===== src/rtl/posit_pkg.sv =====
// Shared definitions for the 8-bit posit operand sequencer and its pair FIFO.
package posit_pkg;
  localparam int unsigned POSIT_W    = 8;
  localparam logic [7:0]  POSIT_ZERO = 8'h00;
  localparam logic [7:0]  POSIT_NAR  = 8'h80;
  localparam int unsigned PAIR_W     = 2 * POSIT_W + 1;

  typedef enum logic {ST_ACCUM, ST_OUT} seq_state_t;
endpackage


===== src/rtl/posit_pair_fifo.sv =====
// Synchronous FIFO of {last, a, b} operand pairs with a combinational head view.
module posit_pair_fifo #(
  parameter int unsigned DEPTH = 4,
  parameter int unsigned WIDTH = 17
) (
  input  logic             clk_i,
  input  logic             rst_i,
  input  logic             flush_i,
  input  logic             push_i,
  input  logic             pop_i,
  input  logic [WIDTH-1:0] data_i,
  output logic [WIDTH-1:0] head_o,
  output logic             full_o,
  output logic             empty_o
);
  localparam int unsigned AW = $clog2(DEPTH);

  logic [WIDTH-1:0] mem_q [DEPTH];
  logic [AW-1:0]    wr_ptr_q, rd_ptr_q;
  logic [AW:0]      occ_q;
  logic             do_push, do_pop;

  assign full_o  = (occ_q == (AW+1)'(DEPTH));
  assign empty_o = (occ_q == '0);
  assign head_o  = mem_q[rd_ptr_q];
  assign do_pop  = pop_i & ~empty_o;
  // A write at full is legal only when the head leaves in the same cycle.
  assign do_push = push_i & (~full_o | do_pop);

  always_ff @(posedge clk_i) begin
    if (do_push) mem_q[wr_ptr_q] <= data_i;
  end

  always_ff @(posedge clk_i or posedge rst_i) begin
    if (rst_i) begin
      wr_ptr_q <= '0;
      rd_ptr_q <= '0;
      occ_q    <= '0;
    end else if (flush_i) begin
      wr_ptr_q <= '0;
      rd_ptr_q <= '0;
      occ_q    <= '0;
    end else begin
      if (do_push) wr_ptr_q <= wr_ptr_q + 1'b1;
      if (do_pop)  rd_ptr_q <= rd_ptr_q + 1'b1;
      case ({do_push, do_pop})
        2'b10:   occ_q <= occ_q + 1'b1;
        2'b01:   occ_q <= occ_q - 1'b1;
        default: occ_q <= occ_q;
      endcase
    end
  end
endmodule


===== src/rtl/posit_dot_sequencer.sv =====
// Buffers (a,b) posit pairs, feeds them to an external MAC and owns its accumulator;
// emits one dot-product result per s_last-delimited vector.
module posit_dot_sequencer
  import posit_pkg::*;
#(
  parameter int unsigned DEPTH = 4,
  parameter int unsigned CNT_W = 8
) (
  input  logic               clk,
  input  logic               rst,
  input  logic               clr,
  input  logic               s_valid,
  output logic               s_ready,
  input  logic [POSIT_W-1:0] s_a,
  input  logic [POSIT_W-1:0] s_b,
  input  logic               s_last,
  output logic [POSIT_W-1:0] mac_a,
  output logic [POSIT_W-1:0] mac_b,
  output logic [POSIT_W-1:0] mac_c,
  input  logic [POSIT_W-1:0] mac_res,
  output logic               m_valid,
  input  logic               m_ready,
  output logic [POSIT_W-1:0] m_result,
  output logic [CNT_W-1:0]   m_count
);
  seq_state_t         state_q, state_d;
  logic [POSIT_W-1:0] acc_q, acc_d, res_q, res_d;
  logic [CNT_W-1:0]   cnt_q, cnt_d, mcnt_q, mcnt_d, cnt_inc;
  logic               mvalid_q, mvalid_d;
  logic               full, empty, push, pop, head_last;
  logic [PAIR_W-1:0]  head;

  assign s_ready = ~full;
  assign push    = s_valid & s_ready & ~clr;
  assign pop     = (state_q == ST_ACCUM) & ~empty & ~clr;

  posit_pair_fifo #(
    .DEPTH(DEPTH),
    .WIDTH(PAIR_W)
  ) u_fifo (
    .clk_i  (clk),
    .rst_i  (rst),
    .flush_i(clr),
    .push_i (push),
    .pop_i  (pop),
    .data_i ({s_last, s_a, s_b}),
    .head_o (head),
    .full_o (full),
    .empty_o(empty)
  );

  assign {head_last, mac_a, mac_b} = head;
  assign mac_c    = acc_q;
  assign m_valid  = mvalid_q;
  assign m_result = res_q;
  assign m_count  = mcnt_q;
  assign cnt_inc  = (cnt_q == '1) ? cnt_q : cnt_q + 1'b1;

  always_comb begin
    state_d  = state_q;
    acc_d    = acc_q;
    cnt_d    = cnt_q;
    res_d    = res_q;
    mcnt_d   = mcnt_q;
    mvalid_d = mvalid_q;
    if (clr) begin
      state_d  = ST_ACCUM;
      acc_d    = POSIT_ZERO;
      cnt_d    = '0;
      mvalid_d = 1'b0;
    end else begin
      case (state_q)
        ST_ACCUM: begin
          if (!empty) begin
            acc_d = mac_res;
            cnt_d = cnt_inc;
            if (head_last) begin
              res_d    = mac_res;
              mcnt_d   = cnt_inc;
              mvalid_d = 1'b1;
              acc_d    = POSIT_ZERO;
              cnt_d    = '0;
              state_d  = ST_OUT;
            end
          end
        end
        ST_OUT: begin
          if (m_ready) begin
            mvalid_d = 1'b0;
            state_d  = ST_ACCUM;
          end
        end
        default: state_d = ST_ACCUM;
      endcase
    end
  end

  always_ff @(posedge clk or posedge rst) begin
    if (rst) begin
      state_q  <= ST_ACCUM;
      acc_q    <= POSIT_ZERO;
      cnt_q    <= '0;
      res_q    <= POSIT_ZERO;
      mcnt_q   <= '0;
      mvalid_q <= 1'b0;
    end else begin
      state_q  <= state_d;
      acc_q    <= acc_d;
      cnt_q    <= cnt_d;
      res_q    <= res_d;
      mcnt_q   <= mcnt_d;
      mvalid_q <= mvalid_d;
    end
  end
endmodule


===== config.mk =====
export PLATFORM = sky130hd
export DESIGN_NAME = posit_dot_sequencer
export DESIGN_NICKNAME = d
export VERILOG_FILES = /design/src/rtl/posit_pkg.sv /design/src/rtl/posit_pair_fifo.sv /design/src/rtl/posit_dot_sequencer.sv
export SDC_FILE = /design/constraint.sdc
export NUM_CORES = 1
export LEC_CHECK = 0
export CAP_MARGIN = 15
export CORE_ASPECT_RATIO = 1.1
export CORE_MARGIN = 2
export CORE_UTILIZATION = 62
export CTS_BUF_LIST = sky130_fd_sc_hd__clkbuf_2 sky130_fd_sc_hd__clkbuf_4 sky130_fd_sc_hd__clkbuf_8
export DETAILED_ROUTE_END_ITERATION = 8
export DONT_BUFFER_PORTS = 1
export HOLD_SLACK_MARGIN = 0.05
export PLACE_DENSITY = 0.78
export RECOVER_POWER = 100
export SLEW_MARGIN = 40
export SYNTH_ARGS = -nofsm -noshare
export SYNTH_HDL_FRONTEND = slang
export SYNTH_HIERARCHICAL = 1
export SYNTH_SLANG_ARGS = --single-unit

===== constraint.sdc =====
create_clock -name clk -period 4.15 [get_ports clk]
set_input_delay 1.245 -clock clk [delete_from_list [all_inputs] [get_ports clk]]
set_output_delay 1.245 -clock clk [all_outputs]
set_load 0.02 [all_outputs]

==> impl_metrics.yaml <==
cells_and_area:
  drive_above_1_share_pct: 18.6
  instances_no_fill: 380
  fin_util_pct: 67.8
  final.fill_count: 482
  stdcell_area_sq_um: 4800
  diodes: 0
  layout.nets: 326
  syn2layout_area_growth_pct: 4.52
floorplanning:
  fp.dieH_microns: 94.3
  die_x_microns: 86.1
  ios: 72
  die-area_sq_um: 8120
  core_sq_um: 7090
  start_util_pct: 64.8
  rows: 32
critical_path:
  critPathKind: "in -> reg"
  cp-end-kind: "flip-flop"
  regToRegSetupSlack_ns: 0.93
  cp_num_buf_inv: 1
  cp_top_family: "simple AND/OR/NAND/NOR gates"
  start_kind: "input port"
  cp.required_ns: 4.15
  critPathMaxStageDelay_ns: 0.78
  cp_max_fo: 17
  slowest_stage: "and2_1"
  arrival_ns: 3.22
  cp_cell_sequence: "nor3b_1 > inv_1 > a31oi_1 > and2_1"
cts:
  numCtsBuffers: 9
  clk_pin_slew_ns: 0.11
  cts-resized-gates: 0
  cts_tree: "done"
  cts_buffer_depth: 2
  htreeDepth: 3
  clock_latency_ns: 0.36
  holdBufCountCts: 0
  cts_setup_buffers: 0
  clock-sinks: 109
  cts_root_buffer: "clkbuf_8"
sta:
  finClkSkew_ns: 0.0123
  slew_headroom_pct: -16.5
  tns_ns: 0
  period_minus_slack_ns: 3.22
  hold_viol: 0
  clock.fmax_ghz: 0.310
  final.period_utilization_pct: 77.6
  worst_slew_pin_slew_ns: 1.75
  setup_viol: 0
  maxSlewViolCount: 35
  grt_setup_unrepaired: "false"
global_route:
  use_met1_pct: 24.2
  grt.overflow.total: 0
  grt_pass1_wl_microns: 11600
  busiest_layer: "met2"
  grt_max_degree: 35
  grt_use_met3_pct: 5.89
  antenna_found_initial: 0
  grt_pass1_vias: 2291
  grt_usage_pct: 19.2
  gr-usage-met2_pct: 31.1
worst_hold_path:
  hold_path_class: "reg -> reg"
yosys:
  syn_avg_cell_area_sq_um: 15.8
  synth_top_cells_by_area: "edfxtp_1, dfrtp_1, mux4_2"
  seq_area_frac_synth_pct: 66.8
  yosysTopAreaCell: "edfxtp_1"
  synth_edf_count: 68
  synth_area_sq_um: 4600
  yosys-top-cells-count: "edfxtp_1, dfrtp_1, nand2_1"
  yosysMostFrequentCell: "edfxtp_1"
  synth_top_area_share_pct: 44.4
  synth-seq-cells: 109
  syn_nets: 327
  synth_ff_type: "edfxtp_1"
  synthDistinctLibCells: 55
  synth_warnings: 6
  netlist_instances: 291
  async_flop_share_pct: 37.6
pwr:
  vdd_ir_drop_max_uv: 356
  power_density_nw_per_um2: 421
  power.total_mw: 2.02
  p_leak_nw: 1.72
detailed_routing:
  antenna_left: 0
  dr.pass1.iters: 4
  routed_wl_microns: 7230
  wl_per_cell_microns: 19.0
  routed-via-count: 2334
  drc_errors: 0
  drtIter0Drc: 93
  viasPerCell: 6.14
flow_run:
  cap_violations: 1
status:
  violations: "capacitance limit, slew limit"
  status: "finished, violations left"
place:
  placed_area_sq_um: 4630
  dp.final_hpwl_microns: 4820
  place.gp.congestion: 0.830
  place_inst: 364
  port_buffers: 0
tightest hold or removal path: cells and delay by family, from the launching register on:
kind	cells	cell delay, ns
multiplexers	1	0.06
flip-flops	1	0.43
AND/OR/NAND/NOR	1	0.08
worst paths after layout:
path | startpoint | endpoint | depth (start not counted)
max | clr | u_fifo/mem_q[2][6]$_DFFE_PP_ | 4
min | u_fifo/wr_ptr_q[1]$_DFFE_PP0P_ | u_fifo/wr_ptr_q[1]$_DFFE_PP0P_ | 2
max reg2reg | u_fifo/occ_q[0]$_DFFE_PP0P_ | u_fifo/mem_q[2][6]$_DFFE_PP_ | 6
min reg2reg | u_fifo/wr_ptr_q[1]$_DFFE_PP0P_ | u_fifo/wr_ptr_q[1]$_DFFE_PP0P_ | 2
max in group asynchronous | rst | m_result[2]$_DFFE_PP0P_ | 2
min in group asynchronous | rst | u_fifo/occ_q[2]$_DFFE_PP0P_ | 1
registers in the layout, indices dropped and copies added, names as in the netlist:
register	count
m_valid	1
m_count	8
cnt_q	8
state_q	1
u_fifo/occ_q	3
m_result	8
u_fifo/wr_ptr_q	2
u_fifo/mem_q	68
u_fifo/rd_ptr_q	2
mac_c	8
layer usage:
metal  up-vias  share of wire (%)  routed length [microns]
met4         0                1.7                      123
li1       1092                  -                        -
met1      1163                 42                     3010
met2        68                 50                     3620
met5         -                  0                        0
met3        11                6.7                      484
logic make-up (layout without fill, tap and decap cells):
| group | count (synthesis) | count (layout) | synth area share [%] |
|---|---|---|---|
| AND/OR/NAND/NOR | 67 | 67 | 8.30 |
| buffers and inverters | 26 | 30 | 3.10 |
| flip-flops | 109 | 109 | 66.8 |
| adder cells (fa/ha/maj) | 6 | 6 | 1.80 |
| multiplexers | 29 | 29 | 11.5 |
| AO/OA/AOI/OAI | 47 | 47 | 7.19 |
| XOR/XNOR | 7 | 7 | 1.33 |
power by group:
group,switching [mW],total (mW),internal (mW)
Clock,0.406,0.662,0.256
Combinational,0.0541,0.0898,0.0357
Sequential,0.0655,1.27,1.20
metrics by stage:
step                worst slack (ns)  hold slack [ns]
floorplan                       1.21            0.532
global placement               0.735            0.567
detailed placement             0.624            0.586
CTS                            0.997            0.608
global route                   0.554            0.632
finish                         0.928            0.598
area by class of cell:
class | count | area (sq um) | share of cell area (%)
Sequential cell | 109 | 3070 | 63.9
Multi-Input combinational cell | 156 | 1350 | 28.0
Clock buffer | 9 | 124 | 2.58
Tap cell | 85 | 106 | 2.21
Clock inverter | 7 | 101 | 2.11
Inverter | 11 | 41.3 | 0.860
Timing Repair Buffer | 3 | 15.0 | 0.313
layout by cell type, fill, tap and decap left out, types with 2 or more instances in the layout:
cell type	count
o21ai_0	7
xnor2_1	2
and3_1	2
o221ai_1	2
nand3_1	3
nand4_1	2
and2_2	3
a21oi_1	12
inv_12	2
dfrtp_1	40
edfxtp_1	68
clkinv_8	3
nor3_1	2
o31ai_1	3
inv_1	11
nand2_1	20
nand2b_1	4
mux2_2	5
ha_1	5
mux2i_1	3
a31oi_1	3
or2_2	2
mux4_2	17
mux2_1	4
nor2_1	16
and3_2	2
o21ai_1	3
xor2_1	5
clkbuf_1	2
a22o_1	8
clkbuf_8	9
o2111ai_1	2
Power figures use the tool's default switching activity.
==> RTL edit (same settings) <==
Make the reset (`rst` and `rst_i`) synchronous in 2 clocked blocks.
--- a/src/rtl/posit_pair_fifo.sv
+++ b/src/rtl/posit_pair_fifo.sv
@@ -31,7 +31,7 @@
     if (do_push) mem_q[wr_ptr_q] <= data_i;
   end
 
-  always_ff @(posedge clk_i or posedge rst_i) begin
+  always_ff @(posedge clk_i) begin
     if (rst_i) begin
       wr_ptr_q <= '0;
       rd_ptr_q <= '0;
--- a/src/rtl/posit_dot_sequencer.sv
+++ b/src/rtl/posit_dot_sequencer.sv
@@ -95,7 +95,7 @@
     end
   end
 
-  always_ff @(posedge clk or posedge rst) begin
+  always_ff @(posedge clk) begin
     if (rst) begin
       state_q  <= ST_ACCUM;
       acc_q    <= POSIT_ZERO;
Behaviour: differs if rst is asserted again (counterexample within 4 cycles, from zero or initial values and one cycle with rst high); with rst held inactive, the same outputs for 4 cycles.
==> RTL edit against the unedited design <==
  * Worst setup slack worse by 0.11 ns
  * Routed wire length is 15% higher
  * Worst hold slack worse by 0.058 ns
  * Final area is 0.39% lower
  * Synthesized cell count is 18% higher
  * Sequential cell count is 2 higher
  * Maximum frequency is 3.4% lower
  * Count of clock-buffer cells in the layout stayed put
  * Power is 6.7% lower
  * Cell count is 12% higher
  * Clock skew is 0.0013 ns higher
  * Synthesized area is 0.71% higher
  * Sequential share of layout area is 3.2 points lower
  * Critical path type is now reg -> reg
  * Largest power group unchanged
==> RTL edit: results (changes against the unedited design) <==
[yosys]
muxShareOfSynthArea_pct = 8.49  ; was 11.5%
syn_nets = 380  ; was 327
async_flop_share_pct = 0  ; was 37.6%
syn_inst = 344  ; was 291
yosysSeqAreaShare_pct = 62.7  ; was 66.8%
synth_fa_ha_area_share_pct = 1.78  ; was 1.80%
synth-xor-area-share_pct = 1.14  ; was 1.33%

[timing]
worst_slack_ns = 0.813  ; was 0.928 ns
skew_ns = 0.0136  ; was 0.0123 ns
max_slew_margin_pct = 12.9  ; was -16.5%

[finish]
buffers = 4  ; was 3
clkCellAreaFrac_pct = 4.26  ; was 4.69%
nonClockInverterCount = 6  ; was 11
seq_cells = 111  ; was 109
final-nonclk-buf-share_pct = 0.549  ; was 0.313%
design_area_um2 = 4780  ; was 4800 µm²
fillCellCount = 581  ; was 482
drive_gt1_share_pct = 13.3  ; was 18.6%

[detailed_routing]
wl_met2_um = 4160  ; was 3620 µm
wl_um = 8350  ; was 7230 µm
num_vias = 2677  ; was 2334
drt_iter0_drc = 147  ; was 93
drt-met1-wl_um = 3400  ; was 3010 µm

[power_and_ir_drop]
leakage_nw = 1.43  ; was 1.72 nW

[setup_path]
critPathKind = reg -> reg  ; was in -> reg
r2r_start = u_fifo/occ_q[1]  ; was u_fifo/occ_q[0]
r2r_cells = 5  ; was 6

[global_route]
grt_pass1_vias = 2774  ; was 2291
grt_max_degree = 26  ; was 35
met3_usage_pct = 6.29  ; was 5.89%
grt_pass1_wl_um = 13700  ; was 11600 µm
use_met1_pct = 26.8  ; was 24.2%
grt.met2_usage_pct = 37.3  ; was 31.1%

[placement]
gp_congestion = 0.874  ; was 0.830
dp_hpwl_um = 5430  ; was 4820 µm
placedCellCount = 410  ; was 364
dp_slack_ns = 1.04  ; was 0.624 ns

[status]
outcome = completed  ; was finished with violations

RTL edit: worst min-delay path by stage:
stage | startpoint | cells past startpoint | endpoint | slack [ns]
global placement | cnt_q[1] | 2 | cnt_q[1] | 0.50
CTS | u_fifo/occ_q[0] | 2 | u_fifo/occ_q[0] | 0.54
finish | u_fifo/occ_q[0] | 2 | u_fifo/occ_q[0] | 0.54
detailed placement | cnt_q[1] | 2 | cnt_q[1] | 0.52
global route | m_count[4] | 2 | m_count[4] | 0.58
floorplan | cnt_q[1] | 2 | cnt_q[1] | 0.48
RTL edit: worst max-delay path, cell delays in order, from the launching register on:
cell,delay (ns)
dfxtp_1,0.45
nor3_1,0.16
or2_0,0.47
nor2_1,0.60
o21a_4,0.27
and2_0,1.00
RTL edit: power breakdown:
group,switching [mW],internal (mW),total [mW]
combinational,0.0306,0.0173,0.0479
sequential,0.00424,1.18,1.18
clock,0.366,0.288,0.654
total,0.401,1.49,1.89
